[config.mk]
export PLATFORM = sky130hd
export DESIGN_NAME = serial_subtractor
export DESIGN_NICKNAME = d
export VERILOG_FILES = /design/src/rtl/sub_pkg.sv /design/src/rtl/full_adder.sv /design/src/rtl/serial_subtractor.sv
export SDC_FILE = /design/constraint.sdc
export NUM_CORES = 1
export LEC_CHECK = 0
export ABC_CLOCK_PERIOD_IN_PS = 1750
export CAP_MARGIN = 20
export CELL_PAD_IN_SITES_DETAIL_PLACEMENT = 1
export CELL_PAD_IN_SITES_GLOBAL_PLACEMENT = 2
export CORE_AREA = 8 8 83 85
export DETAILED_ROUTE_END_ITERATION = 8
export DIE_AREA = 0 0 91 93
export HOLD_SLACK_MARGIN = 0.15
export PLACE_DENSITY = 0.77
export SYNTH_ARGS = -nofsm -noshare
export SYNTH_HDL_FRONTEND = slang
export SYNTH_SLANG_ARGS = --single-unit
export TNS_END_PERCENT = 1
[constraint.sdc]
create_clock -name clk -period 1.75 [get_ports clk]
set_clock_uncertainty 0.2 [all_clocks]
set_input_delay 0.4375 -clock clk [delete_from_list [all_inputs] [get_ports clk]]
set_output_delay 0.4375 -clock clk [all_outputs]
set_load 0.01 [all_outputs]
[src/rtl/sub_pkg.sv]
// Shared encodings and defaults for the bit-serial subtractor.
package sub_pkg;

  typedef enum logic [1:0] {
    IDLE = 2'd0,
    RUN  = 2'd1,
    DONE = 2'd2
  } state_t;

  localparam int SUB_WIDTH = 8;

endpackage

[src/rtl/full_adder.sv]
// One-bit full-adder cell; purely combinational, no handshake.
module full_adder (
  input  logic a,
  input  logic b,
  input  logic cin,
  output logic s,
  output logic cout
);

  assign s    = a ^ b ^ cin;
  assign cout = (a & b) | (a & cin) | (b & cin);

endmodule

[src/rtl/serial_subtractor.sv]
// Bit-serial a-b (LSB first) on one full adder; borrow/ovf flags exist only with SUB_FLAGS_EN.
// Done pulses WIDTH+1 cycles after accept; start is ignored unless IDLE (no queuing).
module serial_subtractor
  import sub_pkg::*;
#(
  parameter int WIDTH = SUB_WIDTH
) (
  input  logic             clk,
  input  logic             rst_n,
  input  logic             start,
  input  logic [WIDTH-1:0] a,
  input  logic [WIDTH-1:0] b,
  output logic             busy,
  output logic             done,
  output logic [WIDTH-1:0] diff
`ifdef SUB_FLAGS_EN
  ,
  output logic             borrow,
  output logic             ovf
`endif
);

  localparam int CNT_W = $clog2(WIDTH) + 1;
  localparam logic [CNT_W-1:0] LAST_BIT = CNT_W'(WIDTH - 1);

  state_t           state_q, state_d;
  logic [WIDTH-1:0] sa_q, sa_d;
  logic [WIDTH-1:0] sb_q, sb_d;
  logic [WIDTH-1:0] res_q, res_d;
  logic [WIDTH-1:0] diff_q, diff_d;
  logic [CNT_W-1:0] cnt_q, cnt_d;
  logic             carry_q, carry_d;
  logic             fa_s, fa_cout;
`ifdef SUB_FLAGS_EN
  logic             a_msb_q, a_msb_d;
  logic             b_msb_q, b_msb_d;
  logic             borrow_q, borrow_d;
  logic             ovf_q, ovf_d;
`endif

  // Subtraction as a + ~b + 1: invert b here, carry seeded to 1 on accept.
  full_adder u_fa (
    .a    (sa_q[0]),
    .b    (~sb_q[0]),
    .cin  (carry_q),
    .s    (fa_s),
    .cout (fa_cout)
  );

  always_comb begin
    state_d = state_q;
    sa_d    = sa_q;
    sb_d    = sb_q;
    res_d   = res_q;
    diff_d  = diff_q;
    cnt_d   = cnt_q;
    carry_d = carry_q;
`ifdef SUB_FLAGS_EN
    a_msb_d  = a_msb_q;
    b_msb_d  = b_msb_q;
    borrow_d = borrow_q;
    ovf_d    = ovf_q;
`endif
    case (state_q)
      IDLE: begin
        if (start) begin
          sa_d    = a;
          sb_d    = b;
          carry_d = 1'b1;
          cnt_d   = '0;
`ifdef SUB_FLAGS_EN
          a_msb_d = a[WIDTH-1];
          b_msb_d = b[WIDTH-1];
`endif
          state_d = RUN;
        end
      end
      RUN: begin
        carry_d = fa_cout;
        sa_d    = sa_q >> 1;
        sb_d    = sb_q >> 1;
        res_d   = {fa_s, res_q[WIDTH-1:1]};
        cnt_d   = cnt_q + 1'b1;
        if (cnt_q == LAST_BIT) begin
          // Publish the register including the bit being produced this cycle.
          diff_d  = res_d;
`ifdef SUB_FLAGS_EN
          borrow_d = ~fa_cout;
          ovf_d    = (a_msb_q != b_msb_q) && (fa_s != a_msb_q);
`endif
          state_d = DONE;
        end
      end
      DONE:    state_d = IDLE;
      default: state_d = IDLE;
    endcase
  end

  always_ff @(posedge clk) begin
    if (!rst_n) begin
      state_q <= IDLE;
      sa_q    <= '0;
      sb_q    <= '0;
      res_q   <= '0;
      diff_q  <= '0;
      cnt_q   <= '0;
      carry_q <= 1'b0;
`ifdef SUB_FLAGS_EN
      a_msb_q  <= 1'b0;
      b_msb_q  <= 1'b0;
      borrow_q <= 1'b0;
      ovf_q    <= 1'b0;
`endif
    end else begin
      state_q <= state_d;
      sa_q    <= sa_d;
      sb_q    <= sb_d;
      res_q   <= res_d;
      diff_q  <= diff_d;
      cnt_q   <= cnt_d;
      carry_q <= carry_d;
`ifdef SUB_FLAGS_EN
      a_msb_q  <= a_msb_d;
      b_msb_q  <= b_msb_d;
      borrow_q <= borrow_d;
      ovf_q    <= ovf_d;
`endif
    end
  end

  // Handshake outputs decode the state register directly, so they stay glitch-free.
  assign busy = (state_q == RUN);
  assign done = (state_q == DONE);
  assign diff = diff_q;
`ifdef SUB_FLAGS_EN
  assign borrow = borrow_q;
  assign ovf    = ovf_q;
`endif

endmodule

==> out/metrics.csv <==
metric,value,unit
status,finished clean,
I/O pins,29,
final instance area,2110,um^2
Crit Reg-Reg Endpoint,diff[3]$_SDFFE_PN0P_,
Site Rows,28,
post-synthesis mux area share,0.0437,
syn_nets,206,
final setup TNS,0,ns
max-slew violations,0,
n_diodes,0,
vias per inst,4.79,
# Post-CTS Setup Buffers,0,
final setup vio count,0,
Clock Pin Slew Worst Setup and Hold Paths,0.08,ns
drt first-iter violations,66,
Fin. Hold Viols,0,
CP startpoint,state_q[1]$_SDFFE_PN0P_,
R2R depth,4,
Setup CP Type,register to primary output,
post-synthesis compound-gate area fraction,0.250,
Setup crit end,done,
area growth from synthesis to layout,31.4,%
fmax,596,MHz
Total GRT Usage,0.101,
CORE AREA,5680,um^2
first-pass GRT wire length,6930,um
XOR/XNOR Fraction of Synth Area,0,
Required @ worst endpoint,1.11,ns
Worst-Margin Slew,0.483,ns
initial antenna violation count,0,
ratio of cells with drive above 1 in the final layout,0.137,
hold depth,2,
DP Wirelength,2890,um
Avg Inst Size Synth,8.66,um^2
Yosys reg bits,38,
Critical Path End Type,primary output,
H-tree depth,2,
clk_lat worst skew,0.29,ns
largest family of logic cells by synthesized area,compound AO/OA/AOI/OAI gates,
fin crit period,1.68,ns
"Arr. time, crit path",1.04,ns
Initial Utilization,0.282,
P per Cell Area,897,nW/um^2
leak pwr,0.791,nW
WL final,4110,um
Placed Instance Area,2010,um^2
nets@finish,239,
Netlist cell types,32,
total grt overflow,0,
register area share after synthesis,0.475,
ANT nets after route,0,
Hold Path Class,register to register,
post-layout util,0.371,
Detailed Routing Iterations Pass 1,4,
adder-cell area share of the yosys netlist,0.0203,
Die W,91,um
"Period Utilization, post-route",0.958,
CTS Root Cell,clkbuf_8,
pin count of the biggest net entering global routing,18,
Post-Synth Simple-Gate Area,0.150,
CTS tree,built,
Slew HR,0.677,
Overall Power,0.00189,W
RSZ-0062 raised after global routing,false,
Ys Warns,0,
Synth Instances,185,
Routed WL per cell,14.0,um
max cap viols,0,
full die area,8460,um^2
clock tree buffer depth,2,
FF-to-FF Start,cnt_q[0]$_SDFFE_PN0P_,
vias in the first global route,1458,
DR vias,1408,
total CTS buffers,5,
Critical Path Fanout Max,3,
Num Clock Sinks,38,
GP Congestion,0.694,
Startpoint Class,register,
Worst IR Drop VDD,0.404,mV
die span in y,93,um
Filler cells,691,
IO Port Bufs,28,
number of remaining DRC errors,0,
cell area after synthesis,1600,um^2
flop2flop setup slack,0.15,ns
==> layout by cell type (no fill, tap or decap), drive strengths merged <==
cell / count
a21oi: 21
a211oi: 4
clkdlybuf4s50: 18
nand2: 30
dfxtp: 38
clkdlybuf4s15: 1
bufinv: 1
mux2i: 7
buf: 12
nor3b: 1
and3: 1
a31oi: 1
and3b: 1
o21bai: 1
a221oi: 2
or3: 1
ha: 1
clkbuf: 6
o32a: 1
inv: 5
nand2b: 2
fa: 1
clkinv: 3
nor2: 18
dlygate4sd2: 8
and2: 1
o21ai: 13
o21ba: 1
a22oi: 3
o22ai: 2
nand3: 2
o2bb2ai: 12
==> state kept, by name, indices dropped and copies added, names as in the netlist <==
| name | count |
|---|---|
| state_q | 2 |
| res_q | 7 |
| carry_q | 1 |
| sb_q | 8 |
| cnt_q | 4 |
| diff | 8 |
| sa_q | 8 |
==> power breakdown <==
group	switching (W)	internal (W)
clock	0.000312	0.000419
sequential	0.0000239	0.000907
combinational	0.000117	0.000110
==> kinds of logic (layout without fill, tap and decap cells) <==
family,Yosys count,count (layout)
buf+inv,20,54
mux,7,7
fa+ha+maj,2,2
simple gates,57,57
flops,38,38
compound gates,61,61
==> Yosys cell counts, drive strengths merged <==
cell | n | share of area
a211oi | 4 | 0.022
a21oi | 21 | 0.066
a221oi | 2 | 0.011
a22oi | 3 | 0.014
a31oi | 1 | 0.0039
and2 | 1 | 0.0055
and3 | 1 | 0.0039
and3b | 1 | 0.0055
buf | 5 | 0.023
clkbuf | 9 | 0.023
clkinv | 1 | 0.0023
dfxtp | 38 | 0.47
fa | 1 | 0.012
ha | 1 | 0.0078
inv | 5 | 0.013
mux2i | 7 | 0.044
nand2 | 30 | 0.070
nand2b | 2 | 0.0078
nand3 | 2 | 0.0062
nor2 | 18 | 0.042
nor3b | 1 | 0.0047
o21ai | 13 | 0.041
o21ba | 1 | 0.0062
o21bai | 1 | 0.0070
o22ai | 2 | 0.0078
o2bb2ai | 12 | 0.066
o32a | 1 | 0.0062
or3 | 1 | 0.0039
==> cell type report <==
cell class,instances,area [um^2],share of cell area
Clock buffer,5,68.8,0.0327
Tap cell,75,93.8,0.0446
Clock inverter,3,40.0,0.0190
Inverter,6,25.0,0.0119
Sequential cell,38,763,0.362
Multi-Input combinational cell,127,746,0.354
Timing Repair Buffer,40,369,0.175
==> worst min path at each step <==
| stage | from | endpoint | slack (ns) |
|---|---|---|---|
| 6_report | diff[2]$_SDFFE_PN0P_ | diff[2]$_SDFFE_PN0P_ | 0.25 |
| 5_1_grt | diff[2]$_SDFFE_PN0P_ | diff[2]$_SDFFE_PN0P_ | 0.28 |
| 4_1_cts | diff[2]$_SDFFE_PN0P_ | diff[2]$_SDFFE_PN0P_ | 0.26 |
| 3_5_place_dp | diff[2]$_SDFFE_PN0P_ | diff[2]$_SDFFE_PN0P_ | 0.25 |
| 3_3_place_gp | diff[0]$_SDFFE_PN0P_ | diff[0]$_SDFFE_PN0P_ | 0.24 |
| 2_1_floorplan | res_q[1]$_SDFFE_PN0P_ | res_q[1]$_SDFFE_PN0P_ | 0.24 |
==> per-layer routing <==
layer / track usage / part of all wire / vias up
met5: 0 / 0 / -
met3: 0.0280 / 0.034 / 6
li1: - / - / 712
met2: 0.164 / 0.46 / 19
met4: 0.0450 / 0.015 / 0
met1: 0.122 / 0.49 / 671
==> critical path, cell delays in order, from the launching register on <==
cell	delay [ns]
dfxtp_2	0.34
inv_1	0.06
nor2_2	0.12
clkdlybuf4s15_2	0.23
==> stage by stage <==
step	setup slack [ns]	cells	hold WS, ns
global placement	-0.0528	286	0.244
finish	0.0732	294	0.255
floorplan	0.266	185	0.237
global route	0.00732	294	0.276
detailed placement	-0.0800	286	0.251
CTS	-0.0511	294	0.261
==> timing repair <==
action	in CTS	in global routing
hold buffers	0	0
setup endpoints to repair	10	1
resized for setup	15	2
No activity file was read; power rests on OpenSTA's default activity.
